--- src/rtl/pulsegen_if.sv ---
// Trigger/pulse bundle for pulsegen: the trigger source drives in_trigger,
// and pulsegen drives the pulse line and its status flags.
interface pulsegen_if #(
   parameter int MAX_PENDING = 7
) ();
   localparam int PW = $clog2(MAX_PENDING + 1);

   logic          in_trigger;
   logic          out_signal;
   logic          out_busy;
   logic [PW-1:0] out_pending;
   logic          out_overflow;

   modport master (
      output in_trigger,
      input  out_signal,
      input  out_busy,
      input  out_pending,
      input  out_overflow
   );

   modport slave (
      input  in_trigger,
      output out_signal,
      output out_busy,
      output out_pending,
      output out_overflow
   );
endinterface

--- src/rtl/pulsegen.sv ---
// Pulse generator: each accepted trigger becomes a PULSE_LEN-cycle pulse followed
// by at least GAP_LEN inactive cycles; triggers seen while busy are queued.
module pulsegen #(
   parameter int PULSE_LEN   = 4,
   parameter int GAP_LEN     = 4,
   parameter int MAX_PENDING = 7,
   parameter bit ACTIVE_HIGH = 1'b1
) (
   input  logic      in_clk,
   input  logic      in_rst,
   pulsegen_if.slave bus
);
   localparam int   MAX_LEN  = (PULSE_LEN > GAP_LEN) ? PULSE_LEN : GAP_LEN;
   localparam int   CW       = $clog2(MAX_LEN + 1);
   localparam int   PW       = $clog2(MAX_PENDING + 1);
   localparam logic IDLE_LVL = ACTIVE_HIGH ? 1'b0 : 1'b1;

   typedef enum logic [1:0] {S_IDLE, S_PULSE, S_GAP} state_t;

   state_t        state, state_nx;
   logic [CW-1:0] cnt, cnt_nx;
   logic [PW-1:0] pend, pend_nx;
   logic          ovf, ovf_nx;
   logic          sig_q, busy_q;
   logic          last_gap;

   assign last_gap = (state == S_GAP) && (cnt == '0);

   always_comb begin
      state_nx = state;
      cnt_nx   = cnt;
      pend_nx  = pend;
      ovf_nx   = ovf;

      case (state)
         S_IDLE: begin
            if (bus.in_trigger) begin
               state_nx = S_PULSE;
               cnt_nx   = CW'(PULSE_LEN - 1);
            end
         end
         S_PULSE: begin
            if (cnt == '0) begin
               state_nx = S_GAP;
               cnt_nx   = CW'(GAP_LEN - 1);
            end else begin
               cnt_nx = cnt - CW'(1);
            end
         end
         S_GAP: begin
            if (cnt != '0) begin
               cnt_nx = cnt - CW'(1);
            end else if (bus.in_trigger || (pend != '0)) begin
               // A trigger here either cancels the dequeue or is consumed directly.
               state_nx = S_PULSE;
               cnt_nx   = CW'(PULSE_LEN - 1);
               if (!bus.in_trigger) pend_nx = pend - PW'(1);
            end else begin
               state_nx = S_IDLE;
            end
         end
         default: begin
            state_nx = S_IDLE;
            cnt_nx   = '0;
         end
      endcase

      if (bus.in_trigger && (state != S_IDLE) && !last_gap) begin
         if (pend == PW'(MAX_PENDING)) ovf_nx = 1'b1;
         else                          pend_nx = pend + PW'(1);
      end
   end

   always_ff @(posedge in_clk) begin
      if (in_rst) begin
         state  <= S_IDLE;
         cnt    <= '0;
         pend   <= '0;
         ovf    <= 1'b0;
         sig_q  <= IDLE_LVL;
         busy_q <= 1'b0;
      end else begin
         state  <= state_nx;
         cnt    <= cnt_nx;
         pend   <= pend_nx;
         ovf    <= ovf_nx;
         // Decoding from the next state keeps the line one clean edge per boundary.
         sig_q  <= (state_nx == S_PULSE) ? ~IDLE_LVL : IDLE_LVL;
         busy_q <= (state_nx != S_IDLE);
      end
   end

   assign bus.out_signal   = sig_q;
   assign bus.out_busy     = busy_q;
   assign bus.out_pending  = pend;
   assign bus.out_overflow = ovf;
endmodule

--- src/flat_wrapper.sv ---
// flat-port wrapper written by rule: the top's interface ports become plain ports
module pulsegen_flat 
#(
   parameter int PULSE_LEN   = 4,
   parameter int GAP_LEN     = 4,
   parameter int MAX_PENDING = 7,
   parameter bit ACTIVE_HIGH = 1'b1
)
  (in_clk, in_rst, bus_in_trigger, bus_out_signal, bus_out_busy, bus_out_pending, bus_out_overflow);
  pulsegen_if #(.MAX_PENDING(MAX_PENDING)) bus_i ();
  input  logic in_clk;
  input  logic in_rst;
  input wire logic [$bits(bus_i.in_trigger)-1:0] bus_in_trigger;
  output wire logic [$bits(bus_i.out_signal)-1:0] bus_out_signal;
  output wire logic [$bits(bus_i.out_busy)-1:0] bus_out_busy;
  output wire logic [$bits(bus_i.out_pending)-1:0] bus_out_pending;
  output wire logic [$bits(bus_i.out_overflow)-1:0] bus_out_overflow;
  assign bus_i.in_trigger = bus_in_trigger;
  assign bus_out_signal = bus_i.out_signal;
  assign bus_out_busy = bus_i.out_busy;
  assign bus_out_pending = bus_i.out_pending;
  assign bus_out_overflow = bus_i.out_overflow;
  pulsegen #(.PULSE_LEN(PULSE_LEN), .GAP_LEN(GAP_LEN), .MAX_PENDING(MAX_PENDING), .ACTIVE_HIGH(ACTIVE_HIGH)) u_core (.in_clk(in_clk), .in_rst(in_rst), .bus(bus_i));
endmodule
--- config.mk ---
export PLATFORM = sky130hd
export DESIGN_NAME = pulsegen_flat
export DESIGN_NICKNAME = d
export VERILOG_FILES = /design/src/rtl/pulsegen_if.sv /design/src/rtl/pulsegen.sv /design/src/flat_wrapper.sv
export SDC_FILE = /design/constraint.sdc
export NUM_CORES = 1
export LEC_CHECK = 0
export CAP_MARGIN = 20
export CORE_AREA = 2 2 39 41
export CTS_CLUSTER_DIAMETER = 200
export CTS_CLUSTER_SIZE = 16
export DETAILED_ROUTE_END_ITERATION = 12
export DIE_AREA = 0 0 41 43
export GPL_ROUTABILITY_DRIVEN = 0
export PLACE_DENSITY = 0.72
export SLEW_MARGIN = 20
export SYNTH_ARGS = -nofsm -noshare
export SYNTH_HDL_FRONTEND = slang
export SYNTH_SLANG_ARGS = --single-unit
--- constraint.sdc ---
create_clock -name in_clk -period 1.6 [get_ports in_clk]
set_input_delay 0.32 -clock in_clk [delete_from_list [all_inputs] [get_ports in_clk]]
set_output_delay 0.32 -clock in_clk [all_outputs]
set_load 0.005 [all_outputs]
==> impl.org, run 1 <==
** Run status
- The flow ran to the end, and the final reports show no timing, DRC or antenna violations.

** Critical path
- Type of element capturing the critical path :: register
- Data arrives at the worst endpoint at approximately 1.7 ns.
- In this run the critical register-to-register path is launched from u_core.bus.out_pending[1].
- Start point of the critical path :: u_core.bus.out_pending[1]
- STA classifies the critical path startpoint as a register.
- By startpoint and endpoint, the worst setup path is classified as reg -> reg.
- Of all nets on the critical path, the largest fanout is 4.
- For the worst setup path, the data required time is roughly 1.8 ns.

** Routing
- In the final routed layout, each cell accounts on average for 12.2 um.
- For this block, the initial DRC count from the detailed router was 11.
- For this run, the detailed router's first-pass iteration total came to 4.
- DRC violation count after routing :: 0
- The final layout contains routed wiring with a total length of 1.29 mm.
- Routed via count :: 570
- Count of nets left with antenna violations after detail routing :: 0
- Using the TritonRoute via totals, the vias-per-cell ratio works out to roughly 5.4.

** Clock tree
- After clock tree synthesis, the clock-pin slew on the worst setup and hold paths is ~0.070 ns.
- The clock drives 11 sinks.
- CTS built an H-tree with a depth of 1.
- Cell chosen for the clock root :: clkbuf_4
- In this run, post-CTS hold repair placed 0 buffers.
- Insertion delay to the later sink of the worst-skew pair :: between 0.2 and 0.3 ns
- Clock tree from TritonCTS :: yes
- TritonCTS buffer count :: 3
- Clock tree buffer depth :: 2

** Finish
- Number of nets in the layout :: 100
- Fill count :: roughly 130
- Multi-input logic area :: between 400 and 500 sq um
- Area taken by flip-flops and latches :: ~220 sq um
- Growth of design area from synthesis to finish :: 27.8%
- Finished layout cell area :: a little over 800 sq um
- In the final layout, the share of cells above drive strength 1 is 0.244.
- The repair_antennas step left the layout with diodes totalling 0.

** Timing
- The hold violation total from the final report came to 0.
- The worst pin sits at a relative slew slack of 0.741.
- Final clock skew :: about 0.0028 ns
- Static timing analysis puts the maximum clock frequency at 668 MHz.
- Summed over all failing endpoints, the final setup total negative slack is 0 ns.
- PnR worst setup slack :: a little over 0.1 ns
- At the pin with the least slew margin, the transition time is approximately 0.38 ns.
- Setup violations remaining at the end of the flow were counted as 0.
- Shortest clock period the worst path allows after layout :: 1.50 ns
- In the finished design, the share of the clock period the worst path needs comes to 0.936.
- The number of max-slew violations in the final report was 0.

** Logic synthesis
- Synth Register Bits :: 11
- During synthesis, Yosys emitted a total of 0 warnings.
- By area the synthesized netlist is led by dfxtp_1, ha_1, a21oi_1.
- Adder-cell share of the synthesized area :: 0.116
- Synth top area share :: 0.340
- Instance count of the mapped netlist :: 75
- By area, the combinational part of the netlist is dominated by simple AND/OR/NAND/NOR gates.
- Of the total synthesized cell area, the portion taken by AND, OR, NAND and NOR gates is 0.239.
- Proportion of synthesized area in mux cells :: 0.0541
- The synthesized netlist occupies a cell area of 648 sq um.
- Synthesized-area fraction occupied by ao, oa, aoi and oai cells :: 0.191
- Post-synth net total :: 84
- Yosys mapped the design onto 30 distinct sky130hd cell types.
- Post-synthesis sequential area ratio :: 0.340
- Of the total synthesized cell area, the portion taken by XOR and XNOR cells is 0.
- The largest total area in the synthesized netlist belongs to dfxtp_1.
- Average footprint of a synthesized cell :: between 8 and 9 sq um

** Placement
- Worst slack, placed :: -0.0719 ns
- Summed over all nets, the half-perimeter wirelength after detailed placement is roughly 950 um.
- Port buffering added 8 buffers.
- Cell area after placement :: 769 sq um

** Floorplan
- Rows :: 14
- Area of the die :: 1760 sq um
- During I/O placement, the number of pins put on the boundary was 9.
- Die Wd :: about 40 um
- Vertical die dimension :: roughly 43 um
- Std-Cell Core Area :: 1380 sq um
- For this configuration, the core starts out at a cell density of 0.468.

** Power and ir drop
- The analysis attributes to cell leakage a power of 0.000354 uW.
- Total chip power :: 793 uW
- Internal Power :: roughly 540 uW
- Total power divided by cell area :: 958 nW/um^2
- Reported net switching power :: between 200 and 300 uW
- Across the VDD grid, the largest voltage drop is about 560 uV.
- Switching power as a share of total power :: 0.321
- Clock network fraction of total power :: 0.244
- Proportion of power drawn by combinational gates :: 0.327
- The share of total power dissipated in sequential elements is 0.429.

** Hold path
- Hold Path Origin :: u_core.bus.out_overflow
- Hold WC Path Type :: reg -> reg

** Global route
- The initial antenna violation count is 0.
- Pin count of the biggest net entering global routing :: 9
- Via count of the first global-routing pass :: 551
- Global-route wire length before repair :: between 2 and 2.5 mm
- Global router's overall resource usage :: 0.195
- For this run the aggregate overflow at the end of global routing stands at 0.

** Run
- The tool flagged a number of max-cap violations equal to 0.
==> metal layers <==
layer	global-route usage	share of wire
met5	0	0
met2	0.275	0.45
met1	0.256	0.46
met3	0.0471	0.062
met4	0.120	0.029
==> layout make-up <==
class,instances,area share
Timing Repair Buffer,13,0.142
Clock buffer,4,0.0317
Inverter,8,0.0363
Sequential cell,11,0.269
Tap cell,16,0.0242
Multi-Input combinational cell,54,0.497
==> critical path, stage by stage (launching register included) <==
cell and delay, ns:
dfxtp_1 0.38, inv_1 0.08, ha_1 0.22, nand2b_1 0.12
nand4_2 0.12, a21boi_2 0.19, mux2_4 0.29
==> cells in the mapped netlist <==
master / instances
and2_4: 1
a21oi_1: 9
nor2_4: 1
a2111oi_0: 1
inv_1: 8
dfxtp_1: 11
nor4bb_1: 1
nor2b_4: 1
nand3_1: 1
nand4_2: 1
o21ai_0: 4
buf_2: 1
nand2_1: 3
nand2b_1: 2
nor2_1: 8
a21boi_1: 1
a221o_1: 1
ha_1: 6
a31o_1: 1
mux2_4: 1
mux2i_1: 2
nor3_2: 1
o21a_1: 1
nor3_1: 2
nand4_1: 1
clkbuf_1: 1
a211oi_1: 1
nor3b_1: 1
o21ai_2: 1
and3_1: 1
==> sequential cells by signal, indices dropped and copies added, names as in the netlist <==
signal                   count
u_core.bus.out_busy          1
u_core.bus.out_overflow      1
u_core.bus.out_pending       3
u_core.bus.out_signal        1
u_core.cnt                   3
u_core.state                 2
==> metrics by stage <==
stage	hold WS (ns)	util	std cells
after floorplan	0.456	-	75
after global placement	0.464	0.556	101
after detailed placement	0.472	0.556	101
after CTS	0.493	0.575	105
after global routing	0.515	0.599	106
final	0.489	0.599	106
==> cells by family (layout without fill, tap and decap cells) <==
kind of cell | after synthesis | after routing
AND/OR/NAND/NOR | 25 | 25
AO/OA/AOI/OAI | 20 | 20
flip-flops | 11 | 11
buffers and inverters | 10 | 25
adder cells (fa/ha/maj) | 6 | 6
multiplexers | 3 | 3
==> layout by cell type (no fill, tap or decap) <==
cell type        n
dfxtp_2          2
dfxtp_1          9
and3_1           1
o21ai_2          1
nand2b_1         2
a221o_1          1
a31o_1           1
a211oi_1         1
clkbuf_4         3
inv_2            2
a2111oi_0        1
nand4_1          1
nand3_1          1
a21boi_2         1
clkdlybuf4s50_1  8
mux2i_1          2
inv_1            6
ha_1             5
nor3b_1          1
nor4bb_2         1
nand4_2          1
mux2_4           1
ha_4             1
nor2b_4          1
nor2_4           1
buf_4            5
nor3_2           1
and2_4           1
a21oi_1          9
nor3_1           2
clkbuf_1         1
o21a_1           1
o21ai_0          4
nor2_1           8
nand2_1          3
==> power by group through the flow <==
stage / clock network [uW] / registers, uW / logic [uW]
finish: 194 / 340 / 260
global route: 215 / 346 / 296
CTS: 203 / 336 / 236
detailed placement: 0 / 342 / 235
global placement: 0 / 341 / 227
floorplan: 0 / 335 / 163
==> what timing repair did <==
| item | 4_1_cts | 5_1_grt |
|---|---|---|
| resized for setup | 0 | 8 |
| setup buffers | 0 | 1 |
| endpoints found under the setup margin | 0 | 8 |
==> worst paths after layout <==
| path | cells past startpoint | slack, ns | to |
|---|---|---|---|
| hold / removal | 2 | 0.49 | u_core.bus.out_overflow |
| setup / recovery | 6 | 0.10 | u_core.bus.out_pending[0] |
| hold reg to reg | 2 | 0.49 | u_core.bus.out_overflow |
| setup reg to reg | 6 | 0.10 | u_core.bus.out_pending[0] |
(Power assumes the default switching activity.)
==> run 2, diff against run 1 <==
- SLEW_MARGIN: 20 -> 10
==> results of run 2 <==
Final layout, timing and power as in run 1 (identical DEF).
==> run 3, diff against run 2 <==
- ABC_CLOCK_PERIOD_IN_PS: default -> 1600
- HOLD_SLACK_MARGIN: default -> 0.02
==> results of run 3 <==
Final layout, timing and power as in run 1 (identical DEF).
